**config.mk**
```make
export PLATFORM = sky130hd
export DESIGN_NAME = demux_1to8_32b_hs
export DESIGN_NICKNAME = d
export VERILOG_FILES = /design/src/rtl/demux_1to8_32b_hs.sv
export SDC_FILE = /design/constraint.sdc
export NUM_CORES = 1
export LEC_CHECK = 0
export BUFFER_PORTS_ARGS = -buffer_cell sky130_fd_sc_hd__buf_2
export CAP_MARGIN = 20
export CORE_ASPECT_RATIO = 0.75
export CORE_UTILIZATION = 50
export DETAILED_ROUTE_END_ITERATION = 7
export HOLD_SLACK_MARGIN = 0.1
export PLACE_DENSITY = 0.78
export SETUP_SLACK_MARGIN = 0.05
export SLEW_MARGIN = 20
export SYNTH_ARGS = -nofsm -noshare
export SYNTH_HDL_FRONTEND = slang
export SYNTH_SLANG_ARGS = --single-unit
```
**constraint.sdc**
```tcl
create_clock -name CGRA_Clock -period 17.4 [get_ports CGRA_Clock]
set_clock_uncertainty 0.15 [all_clocks]
set_input_delay 3.48 -clock CGRA_Clock [delete_from_list [all_inputs] [get_ports CGRA_Clock]]
set_output_delay 3.48 -clock CGRA_Clock [all_outputs]
set_load 0.01 [all_outputs]
```
**src/rtl/demux_1to8_32b_hs.sv**
```systemverilog
// Registered 1-to-8 demultiplexer with valid/ready handshake and broadcast.
// Each output channel owns a one-entry register so a stalled consumer only blocks its own channel.
module demux_1to8_32b_hs #(
  parameter int size = 32
) (
  input  logic            CGRA_Clock,
  input  logic            CGRA_Reset,
  input  logic [size-1:0] in,
  input  logic            in_valid,
  output logic            in_ready,
  input  logic [2:0]      select,
  input  logic            bcast,
  output logic [size-1:0] out0,
  output logic [size-1:0] out1,
  output logic [size-1:0] out2,
  output logic [size-1:0] out3,
  output logic [size-1:0] out4,
  output logic [size-1:0] out5,
  output logic [size-1:0] out6,
  output logic [size-1:0] out7,
  output logic [7:0]      out_valid,
  input  logic [7:0]      out_ready
);

  logic [size-1:0] data_q [8];
  logic [7:0]      valid_q;
  logic [7:0]      free;
  logic [7:0]      load;
  logic            accept;

  // A broadcast waits until every channel is free in the same cycle, so it is never split.
  always_comb begin
    // NOTE: every always_comb output gets a default first so no path can infer a latch.
    load     = '0;
    free     = ~valid_q | out_ready;
    in_ready = bcast ? &free : free[select];
    accept   = in_valid & in_ready;
    if (accept) begin
      if (bcast) load = '1;
      else       load[select] = 1'b1;
    end
  end

  always_ff @(posedge CGRA_Clock or posedge CGRA_Reset) begin
    if (CGRA_Reset) begin
      valid_q <= '0;
      // NOTE: the data registers are reset as well, so every out<i> reads 0 while reset is high.
      for (int i = 0; i < 8; i++) data_q[i] <= '0;
    end else begin
      for (int i = 0; i < 8; i++) begin
        // NOTE: non-blocking assignments keep all channel updates based on pre-edge values.
        if (load[i]) begin
          data_q[i]  <= in;
          valid_q[i] <= 1'b1;
        end else if (out_ready[i]) begin
          valid_q[i] <= 1'b0;
        end
      end
    end
  end

  assign out0      = data_q[0];
  assign out1      = data_q[1];
  assign out2      = data_q[2];
  assign out3      = data_q[3];
  assign out4      = data_q[4];
  assign out5      = data_q[5];
  assign out6      = data_q[6];
  assign out7      = data_q[7];
  assign out_valid = valid_q;

endmodule

```
Word level (Yosys, flattened, before mapping):

Cells that the tools add are included.

* multiplexer cells: 23
* order comparisons: 2
* bitwise logic cells: 3
* reductions and logical operators: 10

Operator list (count)
* 1-bit 2-to-1 mux: 19
* 8-bit 2-to-1 mux: 2
* 2-bit nonzero test: 8
* 8-bit inverter: 1
* 8-bit bitwise OR: 1
* 8-bit AND reduction: 1
* 3-bit by 4-bit < comparator with 1-bit output (second input constant): 1
* 1-bit binary-select mux with 3-bit select: 1
* 1-bit demux with 3-bit select: 1
* 3-bit by 1-bit greater-or-equal comparator with 1-bit output (second input constant): 1
* 1-bit AND: 1
* 1-bit logical AND: 1

* output and inout bits: 265
* register bits: 264
* input bits: 47

Depth between registers and ports, before layout:

* depth in word-level cells: 8
* depth in mapped cells: 7
* mapped depth without buffers: 5

Worst setup path after synthesis:

No wires, ideal clock.

* path kind: input to output
* from: in out_ready[3]
* to: out in_ready
* cell stages on the path: 4
* setup slack: 9.274 ns
* arrival: 4.496 ns
* cells stage by stage: nand2b_2 > nand4_4 > nor3_4 > o21bai_1

* cells in the longest elaborated chain, start to end: 4
* elaborated cells on any way between the ends: 5
* those cells by class: mux (3); bitwise (1); reduce/logical (1)

RTL lines
* from (decl): RTL line 22 `input logic [7:0] out_ready`
* 8-bit bitwise OR *: RTL line 35 `free = ~valid_q | out_ready;`
* 1-bit binary-select mux with 3-bit select: RTL line 36 `in_ready = bcast ? &free : free[select];`
* 1-bit 2-to-1 mux (not written as such): RTL line 36
* 1-bit 2-to-1 mux *: RTL line 36
* to (decl): RTL line 10 `output logic in_ready,`

Mark *: on every way between the ends. The rest lies on a longest branch, timed or not. The select of a mux whose other input is x is not followed.

Worst setup path in the final report:

* from: in out_ready[2]
* to: out in_ready

The elaborated chain is that of the path after synthesis.

==> metrics.csv <==
stage;metric;value;unit
floorplan;die_w;170;um
power_and_ir_drop;p_leak;6.72;nW
grt;grt_max_degree;108;
final_layout;nets;977;
final_layout;fillers;1553;
timing;period_share;48.7;%
setup_path;max_stage_delay;500;ps
timing;slew_headroom;35.9;%
synthesis;synthesis.nets;656;
detailed_routing;antenna_left;0;
synthesis;synth_top_cell_by_area;dfrtp_1;
detailed_routing;routed_wl;25900;um
clock_network;cts-htree-levels;1;
detailed_routing;first_pass_iters;4;
timing;post-route-min-period;8480;ps
clock_network;cts_hold_buf;0;
clock_network;cts_max_path_buffers;3;
timing;final_hold_viol_count;0;
floorplan;core-area;20500;um2
grt;grt_pass1_vias;6752;
synthesis;syn_inst;609;
grt;antenna_found_initial;0;
synthesis;ys_ff_latch;264;
synthesis;yosys.area_share.simple;2.57;%
setup_path;startpoint;out_ready[2];
floorplan;ioPinCount;312;
grt;grt_overflow;0;
power_and_ir_drop;p_per_area;201;nW/um2
placement;hpwl;17800;um
grt;grt_pass1_wl;40100;um
setup_path;cp_data_required_time;13770;ps
clock_network;cts_tree;yes;
hold_path;min-delay-start;out2[2];
final_layout;fin_util;64.5;%
setup_path;cp.buffers_inverters;2;
synthesis;async_flop_share;100;%
clock_network;numCtsBuffers;25;
clock_network;cts_resized;0;
detailed_routing;vias;6392;
setup_path;start_kind;input pin;
detailed_routing;wl_per_cell;21.0;um
floorplan;dieArea;21800;um2
hold_path;hold_class;reg2reg;
clock_network;root_buffer;clkbuf_16;
floorplan;start_util;51.8;%
synthesis;synth_warnings;0;
synthesis;syn-cell-area;10600;um2
grt;grt_usage;24.0;%
setup_path;reg2reg_slack;14550;ps
synthesis;synth_fa_ha_area_share;0;%
timing;finalMaxSlewViolations;0;
run;drv_cap;0;
detailed_routing;drc_errors;0;
detailed_routing;drt_iter0_drc;319;
floorplan;fp-row-count;45;
placement;place_congestion;0.886;
clock_network;clk_pin_slew_worst_paths;60;ps
synthesis;synth_compound_area_share;1.40;%
synthesis;muxShareOfSynthArea;31.4;%
final_layout;syn_to_final_growth;24.6;%
clock_network;cts_setup_buffers;0;
run_status;outcome;completed;
setup_path;crit_fanout;6;
timing;fin_tns_setup;0;ps
synthesis;synth-edff-count;0;
setup_path;slowest_stage;nor3_4;
setup_path;rr_startpoint;out_valid[7];
setup_path;worst-setup-path-type;in2out;
clock_network;clk_latency;510;ps
power_and_ir_drop;ir_drop;0.0000976;V
synthesis;yosysUniqueCellTypes;31;
timing;worst_pin_slew;962;ps
timing;setup_viol;0;
clock_network;cts.sinks;264;
timing;rsz0062_at_grt;no;
setup_path;r2r_cells;6;
synthesis;yosys.cell_count.top_type;dfrtp_1;
synthesis;synthFlopType;dfrtp_1;
synthesis;synth-xor-area-share;0;%
synthesis;synth_common_cells;dfrtp_1 (264), mux2_2 (138), mux2_4 (118);
synthesis;avgSynthCellArea;17.4;um2
setup_path;cpMostUsedCell;buf_2;
synthesis;synth_top_family_by_area;multiplexers;
synthesis;synth_seq_area_share;62.3;%
setup_path;crit_cells;6;
setup_path;rr_endpoint;out7[29];
setup_path;cpLargestDelayFamily;simple AND/OR/NAND/NOR gates;
floorplan;fp.dieH;128;um
synthesis;ys_top_cells_by_area;dfrtp_1 (62%), mux2_4 (17%), mux2_2 (15%);
synthesis;synth_top_area_share;62.3;%
placement;numPortBuffers;311;
final_layout;drive_above_1_share;66.8;%
setup_path;endpoint;in_ready;
setup_path;end_kind;output pin;
setup_path;cp.arrival;4850;ps
timing;fmax;118;MHz
final_layout;n_antenna_cell;0;
setup_path;path_cells;buf_2 -> nand2b_1 -> nand3_1 -> nor3_4 -> o21bai_1 -> buf_2;
detailed_routing;via_per_inst;5.20;
-- cell families after synthesis --
group                  Yosys count
AOI/OAI and AO/OA               13
DFF                            264
and+or+nand+nor                 44
buffers and inverters           31
muxes                          257
-- per-stage QoR --
| step | hold slack (ps) | power, mW | area, um2 | std cells | setup WS (ps) |
|---|---|---|---|---|---|
| after floorplan | 400 | 1.68 | 10600 | 609 | 6500 |
| after global placement | 332 | 2.09 | 12400 | 1185 | 8960 |
| after detailed placement | 337 | 2.13 | 12400 | 1185 | 8920 |
| after CTS | 351 | 2.68 | 13200 | 1230 | 8920 |
| after global routing | 361 | 2.80 | 13200 | 1230 | 8850 |
| final | 348 | 2.66 | 13200 | 1230 | 8920 |
-- routing by layer --
| metal | vias to the layer above | share of wire, % | global-route usage [%] |
|---|---|---|---|
| met5 | - | 0 | 0 |
| met4 | 0 | 2.4 | 6.84 |
| met1 | 3310 | 45 | 33.3 |
| met3 | 44 | 6.3 | 4.82 |
| met2 | 241 | 47 | 38.4 |
| li1 | 2797 | - | - |
-- report_power, final --
group / internal (mW) / switching, mW / total [mW] / leakage, nW
clock: 0.316 / 0.228 / 0.544 / 0.406
combinational: 0.551 / 0.483 / 1.03 / 3.18
sequential: 0.922 / 0.164 / 1.09 / 3.13
total: 1.79 / 0.874 / 2.66 / 6.72
-- worst min path at each step --
| stage | endpoint | cells past startpoint | slack [ps] |
|---|---|---|---|
| floorplan | out0[28] | 1 | 400 |
| global placement | out6[17] | 1 | 330 |
| detailed placement | out2[2] | 1 | 340 |
| CTS | out2[2] | 1 | 350 |
| global route | out6[22] | 1 | 360 |
| finish | out2[2] | 1 | 350 |
-- cell usage in the layout (no fill, tap or decap), types with 4 or more instances in the layout --
| cell type | Yosys | final |
|---|---|---|
| o21ai_4 | 5 | 5 |
| clkinv_2 | 0 | 5 |
| buf_2 | 11 | 311 |
| nand2_1 | 13 | 13 |
| clkbuf_1 | 0 | 5 |
| buf_4 | 1 | 9 |
| nor2_1 | 5 | 4 |
| mux2_2 | 138 | 138 |
| clkbuf_16 | 0 | 25 |
| mux2_4 | 118 | 118 |
| dfrtp_1 | 264 | 264 |
| nor3_1 | 5 | 5 |
| clkbuf_8 | 0 | 5 |
| nand2b_1 | 6 | 6 |
-- worst register-to-register path, stage by stage (launching register included) --
cell and delay, ps:
dfrtp_1 380, or2b_2 350, nand4_4 140, nor3_4 110, o21ai_4 730, buf_4 500, mux2_2 390
-- area by class of cell --
cell class	count	area (um2)	area share [%]
inverters	4	22.5	0.170
well taps	282	353	2.67
multi-input cells	314	3780	28.6
flip-flops and latches	264	6610	50.0
clock inverters	10	110	0.833
clock buffers	35	713	5.39
repair buffers	321	1640	12.4
-- state kept, by name (all words and copies together), names as in the netlist --
| signal | flops |
|---|---|
| out6 | 32 |
| out4 | 32 |
| out_valid | 8 |
| out0 | 32 |
| out2 | 32 |
| out5 | 32 |
| out3 | 32 |
| out7 | 32 |
| out1 | 32 |
(Power assumes the default switching activity.)
